--- config.mk ---
export PLATFORM = sky130hd
export DESIGN_NAME = frame_capture_ctrl
export DESIGN_NICKNAME = d
export VERILOG_FILES = /design/src/rtl/frame_capture_pkg.sv /design/src/rtl/vsync_sof_detect.sv /design/src/rtl/frame_capture_ctrl.sv
export SDC_FILE = /design/constraint.sdc
export NUM_CORES = 1
export LEC_CHECK = 0
export CORE_MARGIN = 2
export CORE_UTILIZATION = 45
export CTS_CLUSTER_DIAMETER = 200
export DETAILED_ROUTE_END_ITERATION = 16
export GPL_TIMING_DRIVEN = 1
export PLACE_DENSITY = 0.77
export SYNTH_ARGS = -nofsm -noshare
export SYNTH_HDL_FRONTEND = slang
export SYNTH_SLANG_ARGS = --single-unit
--- constraint.sdc ---
create_clock -name iCLK -period 3.7 [get_ports iCLK]
set_input_delay 0.74 -clock iCLK [delete_from_list [all_inputs] [get_ports iCLK]]
set_output_delay 0.74 -clock iCLK [all_outputs]
set_load 0.1 [all_outputs]
--- src/rtl/frame_capture_pkg.sv ---
// Shared constants and FSM encoding for the single-frame capture controller.
// Default window sits on the visible VGA area, downscaled to 160x120.
package frame_capture_pkg;

    localparam int DEF_H_START       = 143;
    localparam int DEF_V_START       = 34;
    localparam int DEF_H_RES         = 160;
    localparam int DEF_V_RES         = 120;
    localparam int DEF_SETTLE_FRAMES = 5;
    localparam int DEF_ADDR_W        = 15;
    localparam int FRAME_PIXELS      = DEF_H_RES * DEF_V_RES;

    typedef enum logic [2:0] {
        ST_IDLE,
        ST_SETTLE,
        ST_WAIT_SOF,
        ST_CAPTURE,
        ST_READY
    } cap_state_t;

endpackage

--- src/rtl/vsync_sof_detect.sv ---
// Synchronizes an active-low VSync, emits a one-cycle start-of-frame pulse on
// its falling edge and keeps a free-running 8-bit frame counter.
module vsync_sof_detect (
    input  logic       clk,
    input  logic       rst,
    input  logic       vsync_n,
    output logic       sof,
    output logic [7:0] frame_count
);

    // sync_q[1:0] is the two-flop synchronizer, sync_q[2] the delayed copy for edge detect
    logic [2:0] sync_q, sync_d;
    logic       sof_q, sof_d;
    logic [7:0] cnt_q, cnt_d;

    always_comb begin
        sync_d = {sync_q[1:0], vsync_n};
        sof_d  = sync_q[2] & ~sync_q[1];
        cnt_d  = sof_q ? cnt_q + 8'd1 : cnt_q;
    end

    always_ff @(posedge clk or posedge rst) begin
        if (rst) begin
            sync_q <= '0;
            sof_q  <= 1'b0;
            cnt_q  <= '0;
        end else begin
            sync_q <= sync_d;
            sof_q  <= sof_d;
            cnt_q  <= cnt_d;
        end
    end

    assign sof         = sof_q;
    assign frame_count = cnt_q;

endmodule

--- src/rtl/frame_capture_ctrl.sv ---
// Arms, settles and captures one windowed frame into the frame buffer, then
// hands the single memory port to the pupil-search reader.
module frame_capture_ctrl
    import frame_capture_pkg::*;
#(
    parameter int H_START       = DEF_H_START,
    parameter int V_START       = DEF_V_START,
    parameter int H_RES         = DEF_H_RES,
    parameter int V_RES         = DEF_V_RES,
    parameter int SETTLE_FRAMES = DEF_SETTLE_FRAMES,
    parameter int ADDR_W        = DEF_ADDR_W
) (
    input  logic              iCLK,
    input  logic              iRST,
    input  logic              iStart,
    input  logic              iAbort,
    input  logic              iVSync,
    input  logic [12:0]       iX,
    input  logic [12:0]       iY,
    input  logic [9:0]        iPixel,
    input  logic              iRdReq,
    input  logic [ADDR_W-1:0] iRdAddr,
    output logic              oRdGrant,
    output logic [ADDR_W-1:0] oMemAddr,
    output logic [7:0]        oMemData,
    output logic              oMemWE,
    output logic              oReady,
    output logic              oStopCapture,
    output logic              oBusy,
    output logic [7:0]        oFrameCount
);

    cap_state_t        state_q, state_d;
    logic [7:0]        settle_q, settle_d;
    logic [7:0]        settle_inc;
    logic              we_q, we_d;
    logic              grant_q, grant_d;
    logic [ADDR_W-1:0] addr_q, addr_d;
    logic [7:0]        data_q, data_d;

    logic              sof;
    logic              in_win;
    logic [ADDR_W-1:0] x_off, y_off, cap_addr;
    logic              unused_pix_lsbs;

    assign unused_pix_lsbs = ^iPixel[1:0];

    vsync_sof_detect u_sof (
        .clk         (iCLK),
        .rst         (iRST),
        .vsync_n     (iVSync),
        .sof         (sof),
        .frame_count (oFrameCount)
    );

    always_comb begin
        in_win   = (iX >= 13'(H_START)) && (iX < 13'(H_START + H_RES)) &&
                   (iY >= 13'(V_START)) && (iY < 13'(V_START + V_RES));
        x_off    = ADDR_W'(iX - 13'(H_START));
        y_off    = ADDR_W'(iY - 13'(V_START));
        cap_addr = x_off + ADDR_W'(H_RES) * y_off;
    end

    always_comb begin
        state_d    = state_q;
        settle_d   = settle_q;
        settle_inc = settle_q + 8'd1;
        case (state_q)
            ST_IDLE: if (iStart) begin
                state_d  = ST_SETTLE;
                settle_d = '0;
            end
            ST_SETTLE: if (sof) begin
                settle_d = settle_inc;
                if (settle_inc == 8'(SETTLE_FRAMES)) state_d = ST_WAIT_SOF;
            end
            ST_WAIT_SOF: if (sof) state_d = ST_CAPTURE;
            ST_CAPTURE:  if (sof) state_d = ST_READY;
            ST_READY: if (iStart) begin
                state_d  = ST_SETTLE;
                settle_d = '0;
            end
            default: state_d = ST_IDLE;
        endcase
        if (iAbort) state_d = ST_IDLE;
    end

    // Writer owns the port whenever capturing; reader is locked out from the
    // edge that enters CAPTURE, so no grant ever overlaps a capture cycle.
    always_comb begin
        we_d    = (state_q == ST_CAPTURE) && !iAbort && in_win;
        addr_d  = we_d ? cap_addr : iRdAddr;
        data_d  = iPixel[9:2];
        grant_d = iRdReq && !we_d && (state_d != ST_CAPTURE);
    end

    always_ff @(posedge iCLK or posedge iRST) begin
        if (iRST) begin
            state_q  <= ST_IDLE;
            settle_q <= '0;
            we_q     <= 1'b0;
            grant_q  <= 1'b0;
            addr_q   <= '0;
            data_q   <= '0;
        end else begin
            state_q  <= state_d;
            settle_q <= settle_d;
            we_q     <= we_d;
            grant_q  <= grant_d;
            addr_q   <= addr_d;
            data_q   <= data_d;
        end
    end

    assign oMemWE       = we_q;
    assign oRdGrant     = grant_q;
    assign oMemAddr     = addr_q;
    assign oMemData     = data_q;
    assign oReady       = (state_q == ST_READY);
    assign oStopCapture = (state_q == ST_READY);
    assign oBusy        = (state_q == ST_SETTLE) || (state_q == ST_WAIT_SOF) ||
                          (state_q == ST_CAPTURE);

endmodule
Yosys cells after proc, flatten, opt, wreduce, memory -nomap -nowiden --
Index checks and enable logic that the tools add are counted.
Storage, ports and cells: bits in registers 48, bits of input ports 57, logic and storage cells 55
Operators by class: add/sub/neg operators 5, multiply operators 1, magnitude comparators 4, equality and inequality tests 8, multiplexer cells 11, bitwise logic cells 2, reduce and logical (&&, ||, !) cells 15
Operator list (count):
- 2-to-1 mux 3 bit | 6
- adder 8 x 1 -> 8 bit, second input constant | 2
- 2-to-1 mux 8 bit | 2
- case mux 8 bit (2 select lines) | 1
- adder 15 bit | 1
- multiplier 3 x 15 -> 10 bit, first input constant | 1
- 2-to-1 mux 15 bit | 1
- subtractor 13 x 6 -> 14 bit, second input constant | 1
- subtractor 13 x 8 -> 14 bit, second input constant | 1
- greater-or-equal comparator 13 x 6 -> 1 bit, second input constant | 1
- greater-or-equal comparator 13 x 8 -> 1 bit, second input constant | 1
- less-than comparator 13 x 8 -> 1 bit, second input constant | 1
- less-than comparator 13 x 9 -> 1 bit, second input constant | 1
- case mux 3 bit (4 select lines) | 1
- == test 8 x 3 -> 1 bit, second input constant | 1
- logical AND 1 bit | 7
- == test 3 x 2 -> 1 bit, second input constant | 2
- inequality test 2 x 1 -> 1 bit, second input constant | 2
- == test 3 x 1 -> 1 bit, second input constant | 1
- == test 3 bit, second input constant | 1
- zero test 3 bit | 1
- inequality test 3 x 2 -> 1 bit, second input constant | 1
- AND reduction 3 bit | 1
- zero test 1 bit | 2
- 5 further kinds | 6

Depth between registers and ports, before layout --
Gate-level depths: netlist (run 1).
depth in word-level cells 8, depth in mapped cells 16, gate-level depth less buffers 16

Modules after synthesis --
Synthesis (run 1) repeated with hierarchy kept, for this count alone.
Second synthesis, totals: cells, all modules 316, area, all modules 3052.9 um2
Modules (own cells, without submodules):
- frame_capture_ctrl | instances 1, cells each 284, area an instance 2606.2 um2, sequential area each 900.9 um2
- vsync_sof_detect | instances 1, cells each 32, area an instance 446.7 um2, sequential area each 300.3 um2

Worst setup path before layout (run 1) --
No wires, ideal clock.
kind reg-to-output, start point register state_q[0], end point output port oStopCapture, data arrival time 3.267 ns, data required time 2.960 ns, setup slack -0.307 ns, stages on the path, launching flop included 4, cell sequence dfrtp_1 clkbuf_1 nor3_1 buf_4
On the way: cells in the longest elaborated chain, start to end 1
Ends and longest elaborated chain:
- from (decl) | RTL line frame_capture_ctrl.sv:33 | cap_state_t state_q, state_d;
- from (signal assigned) | RTL line frame_capture_ctrl.sv:106 | state_q <= state_d;
- == test 3 bit
- to (decl) | RTL line frame_capture_ctrl.sv:28 | output logic oStopCapture,
No other way between the ends.

Final worst setup path (run 1) --
start point input port iY[4], end point register addr_q[14], in the netlist oMemAddr[14]
On the way: cells in the longest elaborated chain, start to end 5, elaborated cells between the ends (all ways) 9
Ends and longest elaborated chain:
- from (decl) | RTL line frame_capture_ctrl.sv:19 | input logic [12:0] iY,
- branches (longest 4 deep; another with multiplier 3 x 15 -> 10 bit)
- 2-to-1 mux 15 bit * | RTL line frame_capture_ctrl.sv:92 | addr_d = we_d ? cap_addr : iRdAddr;
- named net addr_d[14] | RTL line frame_capture_ctrl.sv:38 | logic [ADDR_W-1:0] addr_q, addr_d;
- to (signal assigned) | RTL line frame_capture_ctrl.sv:110 | addr_q <= addr_d;
- to (decl) | RTL line frame_capture_ctrl.sv:38
Mark *: on every way through the listed nets, which the timed path passes. A chain may end at the register's enable or synchronous reset.

==> flow_metrics.tcl, run 1 <==
set metrics [dict create \
    yosys_warnings 0 \
    drtPass1Iterations 4 \
    slowest_stage "clkdlybuf4s50_1" \
    max_cap_viol_count 0 \
    final_core_util_pct 70.1 \
    antenna_cells 0 \
    cpPeakStageDelay_ps 450 \
    status "complete, no violations" \
    dr.first_iter.drc_count 58 \
    ant_nets 0 \
    swShare_pct 41.2 \
    crit_chain "clkdlybuf4s50_1 > or3b_4 > xor2_4 > ha_4 > ha_4 > a21oi_4 > o21bai_1 > a21oi_2 > xnor2_1 > ha_1 > a21o_1 > a31oi_4 > xor2_1 > mux2_2" \
    synth_edf_count 0 \
    cts_buffers 5 \
    power_frac_clock_pct 18.1 \
    drc 0 \
    p_leak_nw 2.03 \
    cts_tree "done" \
    dp_hpwl_um 5630 \
    synth.avg_cell_area_um2 10.4 \
    worst_pin_slew_ps 989 \
    critical-path-top-delay-family "adder cells" \
    vias_per_cell 5.29 \
    die-area_um2 7520 \
    antenna_found_initial 0 \
    hold_buffers 0 \
    multi_input_area_um2 2050 \
    dp.cells 496 \
    period_share_pct 97.7 \
    fin_hold_ws_ps 364 \
    setup_violations 0 \
    postPlaceCellArea_um2 4330 \
    final_cell_mix "84 x clkdlybuf4s50_1, 48 x dfrtp_1, 40 x buf_4" \
    slew_headroom_pct 33.9 \
    synthToLayoutAreaGrowth_pct 53.1 \
    arrival_ps 3800 \
    grt_util_all_layers_pct 19.6 \
    std_cell_rows 30 \
    finalSetupTns_ps 0 \
    clkSinkCount 48 \
    synthCells 296 \
    end_kind "register" \
    synth_cell_types 50 \
    place_congestion 0.894 \
    ys_top_cells_by_area "dfrtp_1 39%, ha_1 11%, xnor2_1 5.7%, xor2_1 5.4%, mux2_2 2.9%" \
    startpoint_type "primary input" \
    min_path_type "reg -> reg" \
    layoutNonFillerInstCount 506 \
    critical_path_buf_inv_count 1 \
    cts-root-buf "clkbuf_8" \
    combPwrFrac_pct 53.5 \
    ys_async_sr_fraction_pct 100 \
    ys_ff_latch 48 \
    grt_pass1_wl_um 11700 \
    pwr-share-seq_pct 28.4 \
    core_um2 6720 \
    pin_count 93 \
    drive_gt1_share_pct 23.2 \
    syn_nets 383 \
    initial_core_util_pct 45.8 \
    fin_skew_ps 8.03 \
    clkSlewWorstSetupHoldPaths_ps 90 \
    ys.flop_type "dfrtp_1" \
    power_switching_mw 0.897 \
    max-vdd-ir-drop_v 0.000213 \
    final_cell_area_um2 4710 \
    fmax_mhz 277 \
    finalMaxSlewViolations 0 \
    routedWlPerCell_um 14.8 \
    htreeDepth 2 \
    synth_top_area_cell "dfrtp_1" \
    p_int_mw 1.28 \
    yosysTopAreaCellShare_pct 39.0 \
    final_nets 512 \
    dpl_worst_slack_ps -538 \
    fp.dieW_um 86.7 \
    p_per_area_nw_per_um2 461 \
    timing.final.ws_setup_ps 84.6 \
    grt-ovfl-total 0 \
    seq_area_um2 1200 \
    clk-insertion-delay-late_ps 300 \
    drt-total-wl_um 7480 \
    post-route-min-period_ps 3620 \
    fillers 498 \
    grt_pass1_vias 2574 \
    final_common_cell "clkdlybuf4s50_1" \
    crit_required_ps 3880 \
    hold_viol 0 \
    path_common_cell "ha_4" \
    grt_max_degree 49 \
    syn_area_um2 3080 \
    clock_path_buffers 2 \
    via_count 2679 \
    ys_seq_area_share_pct 39.0 \
    path_max_fanout 3 \
    totalPowerFinal_mw 2.17 \
    worstSetupPathType "in -> reg" \
    die_h_um 86.7 \
    io_buffers 90 \
]
cells by family after synthesis:
| logic type | share of synthesized area (%) |
|---|---|
| buffers and inverters | 3.41 |
| AND/OR/NAND/NOR | 14.8 |
| adder cells (fa/ha/maj) | 12.7 |
| XOR/XNOR | 11.8 |
| multiplexers | 6.83 |
| AO/OA/AOI/OAI | 11.4 |
| flip-flops | 39.0 |
worst reg2reg max path, stage by stage (launching register included):
cell and delay, ps:
dfrtp_1 590, nor4bb_1 820, a21oi_1 330, o21ai_0 270
o31ai_1 110
final cells by class:
cell class / instances / area share [%]
flip-flops and latches: 48 / 25.5
clock inverters: 2 / 0.823
well taps: 80 / 2.12
multi-input cells: 223 / 43.5
inverters: 20 / 1.59
repair buffers: 127 / 24.7
clock buffers: 6 / 1.75
flip-flops by register name, summed over array words and instances (netlist names):
| register | flops |
|---|---|
| oMemAddr | 15 |
| oMemData | 8 |
| oMemWE | 1 |
| oRdGrant | 1 |
| settle_q | 8 |
| state_q | 3 |
| u_sof.frame_count | 8 |
| u_sof.sof | 1 |
| u_sof.sync_q | 3 |
synth_stat cells, types with 8 or more instances:
cell	count
nor2_1	22
xor2_1	19
xnor2_1	20
nand2_1	15
o21ai_0	15
ha_1	28
dfrtp_1	48
inv_1	20
a21oi_1	10
mux2_2	8
metal layers:
metal / wire length (um) / GRT usage (%) / vias up
met3: 302 / 2.76 / 11
met2: 3940 / 35.2 / 75
met4: 129 / 5.26 / 0
met1: 3110 / 24.6 / 1288
met5: 0 / 0 / -
li1: - / - / 1305
power groups by stage:
stage | Combinational [mW] | Sequential [mW] | Clock (mW)
after floorplan | 0.395 | 0.933 | 0
after global routing | 1.24 | 0.626 | 0.423
after global placement | 1.02 | 0.627 | 0
after CTS | 1.08 | 0.619 | 0.404
final | 1.16 | 0.619 | 0.394
after detailed placement | 1.04 | 0.630 | 0
final timing paths:
check / start / endpoint / slack (ps) / depth (start not counted)
min in group asynchronous: iRST / oMemData[0]$_DFF_PP0_ / 990 / 2
worst min register to register: u_sof.sync_q[0]$_DFF_PP0_ / u_sof.sync_q[1]$_DFF_PP0_ / 360 / 0
worst max register to register: u_sof.sof$_DFF_PP0_ / settle_q[7]$_DFFE_PP0P_ / 1460 / 4
max in group asynchronous: iRST / state_q[1]$_DFF_PP0_ / 2090 / 2
worst max-delay path: iY[4] / oMemAddr[14]$_DFF_PP0_ / 80 / 14
worst min-delay path: u_sof.sync_q[0]$_DFF_PP0_ / u_sof.sync_q[1]$_DFF_PP0_ / 360 / 0
repair_timing:
item | 4_1_cts | 5_1_grt
endpoints found under the hold margin | 0 | 0
pin swaps | 14 | 18
setup buffers | 2 | 0
gates resized for setup | 19 | 25
endpoints found under the setup margin | 3 | 3
Note: power is estimated with default switching activity, not from simulation.
==> run 2, diff against run 1 <==
CORE_MARGIN = 1.5   (was 2)
==> run 2 against run 1 <==
  * Final cell count is the same
  * First-iteration DRC count rose by 83%
  * Non-clock buffer count is 3 higher
  * Register-to-register slack improved by 150 ps
  * Fmax is 3.9% higher
  * Count of clock-buffer cells in the layout stayed put
  * Via count rose by 1.8%
  * Power shrank 1.9%
  * Largest power group unchanged
  * Highest routed layer unchanged
==> flow_metrics.tcl, run 2 (same netlist as run 1, synthesis figures left out) <==
set metrics [dict create \
    max-vdd-ir-drop_v 0.000208 \
    path_common_cell "ha_4" \
    post-route-min-period_ps 3480 \
    finalSetupTns_ps 0 \
    rsz0062_at_grt "false" \
    clock_path_buffers 2 \
    min_to "u_sof.sync_q[1]$_DFF_PP0_" \
    slew_headroom_pct 31.7 \
    min_path_type "reg -> reg" \
    synthToLayoutAreaGrowth_pct 51.1 \
    ant_nets 0 \
    finalMaxSlewViolations 0 \
    dpl_worst_slack_ps -553 \
    io_buffers 90 \
    htreeDepth 2 \
    place_congestion 0.814 \
    via_count 2727 \
    r2r_slack_ps 1610 \
    fmax_mhz 287 \
    die-area_um2 7350 \
    drtPass1Iterations 4 \
    max_cap_viol_count 0 \
    clkSlewWorstSetupHoldPaths_ps 90 \
    antenna_cells 0 \
    hp-start "u_sof.sync_q[0]$_DFF_PP0_" \
    arrival_ps 3660 \
    p_per_area_nw_per_um2 459 \
    reg2reg_to "oRdGrant$_DFF_PP0_" \
    dr.first_iter.drc_count 106 \
    dp.cells 492 \
    dp_hpwl_um 5520 \
    startpoint_type "primary input" \
    grt_pass1_wl_um 11400 \
    drt-total-wl_um 7320 \
    clk-insertion-delay-late_ps 290 \
    worst_pin_slew_ps 1020 \
    reg2reg_from "settle_q[2]$_DFFE_PP0P_" \
    grt_util_all_layers_pct 19.0 \
    vias_per_cell 5.39 \
    final_cell_mix "83 x clkdlybuf4s50_1, 48 x dfrtp_1, 42 x buf_4" \
    largest_register_ffs 15 \
    setup_violations 0 \
    antenna_found_initial 0 \
    hold_path_depth 0 \
    hold_viol 0 \
    grt-ovfl-total 0 \
    critical-path-top-delay-family "adder cells" \
    layoutNonFillerInstCount 506 \
    pin_count 93 \
    fin_skew_ps 6.80 \
    crit_chain "clkbuf_2 > inv_2 > ha_4 > or3b_4 > xor2_4 > ha_4 > ha_4 > a21oi_4 > buf_4 > xnor2_1 > ha_2 > a21oi_1 > nor2_2 > a31oi_1 > xor2_1 > mux2_2" \
    initial_core_util_pct 47.4 \
    cpPeakStageDelay_ps 420 \
    fillers 467 \
    hold_buffers 0 \
    die_h_um 85.7 \
    critical_path_buf_inv_count 3 \
    period_share_pct 94.1 \
    grt_pass1_vias 2581 \
    status "complete, no violations" \
    final_common_cell "clkdlybuf4s50_1" \
    routedWlPerCell_um 14.5 \
    path_max_fanout 3 \
    cts_buffers 5 \
    drc 0 \
    crit_required_ps 3880 \
    r2r.worst_path.cells 7 \
    worstSetupPathType "in -> reg" \
    timing.final.ws_setup_ps 220 \
    std_cell_rows 29 \
    fp.dieW_um 85.7 \
    end_kind "register" \
    cts-root-buf "clkbuf_8" \
    p_leak_nw 2.05 \
    slowest_stage "or3b_4" \
    clkSinkCount 48 \
    final_nets 515 \
    cts_tree "done" \
    grt_max_degree 49 \
    core_um2 6490 \
    drive_gt1_share_pct 23.5 \
]
[run 2: cell count changes in the layout (fill, tap and decap cells not counted), sizes merged]
| cell | previous run | this run |
|---|---|---|
| dlymetal6s2s | 0 | 1 |
| clkdlybuf4s50 | 84 | 83 |
| buf | 40 | 43 |
| clkdlybuf4s15 | 2 | 0 |
| clkbuf | 7 | 9 |
[run 2: worst max path at each step]
| stage | startpoint | end | slack, ps | depth (start not counted) |
|---|---|---|---|---|
| final | iY[1] | oMemAddr[14]$_DFF_PP0_ | 220 | 16 |
| after global routing | iY[3] | oMemAddr[14]$_DFF_PP0_ | 50 | 16 |
| after CTS | iY[4] | oMemAddr[14]$_DFF_PP0_ | 10 | 14 |
| after detailed placement | iY[1] | oMemAddr[14]$_DFF_PP0_ | -550 | 16 |
| after global placement | iY[1] | oMemAddr[14]$_DFF_PP0_ | -520 | 16 |
| after floorplan | iY[1] | oMemAddr[14]$_DFF_PP0_ | 8 | 15 |
[run 2: worst reg2reg max path: cells and delay by family (launching register included)]
family	cells	cell delay, ps
flip-flops	1	470
AO/OA/AOI/OAI	2	490
XOR/XNOR	1	160
AND/OR/NAND/NOR	4	830
[run 2: report_power, final]
part / leakage (nW) / switching (mW) / internal (mW)
clock: 0.0614 / 0.173 / 0.221
combinational: 1.39 / 0.654 / 0.469
sequential: 0.596 / 0.0455 / 0.572
[run 2: repair_timing]
item / in CTS / in global routing
pin swaps: 9 / 20
buffers inserted: 2 / 4
hold endpoints to repair: 0 / 0
setup endpoints to repair: 3 / 3
resized for setup: 13 / 26
[run 2: cell type report]
cell class / instances / area, um^2 / share of cell area [%]
tap: 77 / 96.3 / 2.07
multi-input combinational: 223 / 1970 / 42.4
inverter: 20 / 75.1 / 1.61
clock inverter: 2 / 38.8 / 0.834
timing repair buffer: 130 / 1180 / 25.5
sequential: 48 / 1200 / 25.8
clock buffer: 6 / 82.6 / 1.78
[run 2: per-stage QoR]
stage | cell area (um^2) | hold WS [ps] | total power [mW] | utilization [%]
3_3_place_gp | 4320 | 332 | 1.64 | 66.5
5_1_grt | 4650 | 387 | 2.25 | 71.6
6_report | 4650 | 362 | 2.13 | 71.6
2_1_floorplan | 3100 | 331 | 1.33 | -
3_5_place_dp | 4320 | 345 | 1.66 | 66.5
4_1_cts | 4520 | 366 | 2.08 | 69.6
[run 2: layer usage]
layer / GRT usage (%) / part of all wire [%] / vias to the layer above / wire length, um
li1: - / - / 1305 / -
met1: 23.3 / 39 / 1298 / 2880
met2: 34.3 / 53 / 100 / 3910
met3: 2.69 / 4.2 / 24 / 306
met4: 6.16 / 3.2 / 0 / 231
met5: 0 / 0 / - / 0
==> run 3, diff against run 2 <==
CORE_ASPECT_RATIO = 1.25   (was not set)
CORE_UTILIZATION = 51   (was 45)
PLACE_DENSITY = 0.86   (was 0.77)
==> run 3 against run 2 <==
  * Die area is 11% lower
  * Power is 0.93% higher
  * First-iteration DRC count is 5.7% higher
  * Global-route usage is 3.7 points higher
  * Register-to-register slack better by 50 ps
  * Sequential share of layout area is 0.23 points higher
  * Flip-flop and latch count stayed put
  * Fmax is 3.8% lower
  * Design area is 0.89% lower
  * Critical endpoint is now oMemAddr[13]$_DFF_PP0_
==> flow_metrics.tcl, run 3 (same netlist as run 1, synthesis figures left out) <==
set metrics [dict create \
    status "complete, no violations" \
    drt-total-wl_um 7570 \
    clkSinkCount 48 \
    arrival_ps 3810 \
    grt-ovfl-total 0 \
    drive_gt1_share_pct 22.7 \
    ant_nets 0 \
    die-area_um2 6510 \
    path_max_fanout 3 \
    htreeDepth 2 \
    crit_required_ps 3900 \
    setup_violations 0 \
    finalSetupTns_ps 0 \
    fp.dieW_um 72.5 \
    via_count 2753 \
    pin_count 93 \
    hold_buffers 0 \
    cts_tree "done" \
    clk-insertion-delay-late_ps 300 \
    std_cell_rows 31 \
    largest_register_ffs 15 \
    grt_pass1_wl_um 11800 \
    synthToLayoutAreaGrowth_pct 49.8 \
    core_um2 5820 \
    cts-root-buf "clkbuf_8" \
    fin_hold_ws_ps 361 \
    place_congestion 0.867 \
    end_kind "register" \
    clock_path_buffers 2 \
    final_common_cell "clkdlybuf4s50_1" \
    worst_pin_slew_ps 999 \
    antenna_found_initial 0 \
    post-route-min-period_ps 3620 \
    max_cap_viol_count 0 \
    routedWlPerCell_um 15.3 \
    vias_per_cell 5.57 \
    slew_headroom_pct 33.2 \
    grt_pass1_vias 2714 \
    antenna_cells 0 \
    fin_skew_ps 7.65 \
    drtPass1Iterations 4 \
    clkSlewWorstSetupHoldPaths_ps 90 \
    die_h_um 89.9 \
    initial_core_util_pct 52.9 \
    finalMaxSlewViolations 0 \
    cts_buffers 5 \
    hold_viol 0 \
    worstSetupPathType "in -> reg" \
    dp_hpwl_um 5740 \
    dr.first_iter.drc_count 112 \
    startpoint_type "primary input" \
    min_path_type "reg -> reg" \
    grt_max_degree 49 \
    max-vdd-ir-drop_v 0.000453 \
    grt_util_all_layers_pct 22.7 \
    io_buffers 90 \
    period_share_pct 97.8 \
    final_cell_mix "83 x clkdlybuf4s50_1, 48 x dfrtp_1, 42 x buf_4" \
    drc 0 \
    p_leak_nw 2.04 \
    p_per_area_nw_per_um2 467 \
    final_nets 514 \
    fmax_mhz 276 \
]
==> run 3: cell count changes in the layout (fill, tap and decap cells not counted), sizes merged <==
cell	previous run	this run
clkdlybuf4s15	0	1
dlymetal6s2s	1	0
dlygate4sd2	0	3
buf	43	42
clkbuf	9	6
==> run 3: worst paths after layout <==
| kind | slack [ps] | endpoint | cells past startpoint | from |
|---|---|---|---|---|
| worst max register to register | 1660 | oRdGrant$_DFF_PP0_ | 7 | settle_q[2]$_DFFE_PP0P_ |
| min in group asynchronous | 980 | oMemData[5]$_DFF_PP0_ | 2 | iRST |
| worst min register to register | 360 | u_sof.sync_q[1]$_DFF_PP0_ | 0 | u_sof.sync_q[0]$_DFF_PP0_ |
| worst min-delay path | 360 | u_sof.sync_q[1]$_DFF_PP0_ | 0 | u_sof.sync_q[0]$_DFF_PP0_ |
| max in group asynchronous | 2110 | settle_q[5]$_DFFE_PP0P_ | 2 | iRST |
| worst max-delay path | 80 | oMemAddr[13]$_DFF_PP0_ | 16 | iY[1] |
==> run 3: what timing repair did <==
action	in CTS	in global routing
pin swaps	14	8
buffers inserted	1	0
gates resized for setup	15	17
endpoints found under the setup margin	4	3
==> run 3: power breakdown <==
group / total [mW] / internal [mW] / switching, mW
sequential: 0.621 / 0.572 / 0.0495
combinational: 1.14 / 0.468 / 0.667
clock: 0.398 / 0.221 / 0.177
total: 2.15 / 1.26 / 0.893
==> run 3: through the flow <==
stage                     setup slack [ps]  util [%]  instance area (um^2)  instances  power (mW)
after floorplan                       8.22         -                  3100        296        1.33
after global placement                -474      74.5                  4330        485        1.65
after detailed placement              -539      74.5                  4330        485        1.68
after CTS                             19.0      77.6                  4510        494        2.10
after global routing                 -7.56      79.2                  4610        494        2.26
final                                 81.7      79.2                  4610        494        2.15
==> run 3: per-layer routing <==
layer	GRT usage [%]	wire length, um	vias up
met5	0	0	-
met4	7.23	163	0
met3	3.59	298	16
met2	42.7	4150	96
met1	25.3	2960	1328
li1	-	-	1313
==> run 3: worst max-delay path, stage by stage <==
cell and delay, ps:
dlygate4sd2_1 250, inv_2 80, ha_4 130, or3b_4 410, xor2_2 210, buf_4 140, ha_1 300, ha_4 290
o21ai_0 120, a2bb2oi_1 160, ha_2 350, nor2_1 40, nor2_1 100, o41ai_2 90, xnor2_1 130, mux2_4 260
==> run 3: layout make-up <==
| class | instances | area [um^2] |
|---|---|---|
| clock inverter | 2 | 38.8 |
| clock buffer | 6 | 82.6 |
| fill | 351 | 1210 |
| timing repair buffer | 129 | 1180 |
| tap | 66 | 82.6 |
| multi-input combinational | 223 | 1950 |
| sequential | 48 | 1200 |
| inverter | 20 | 75.1 |
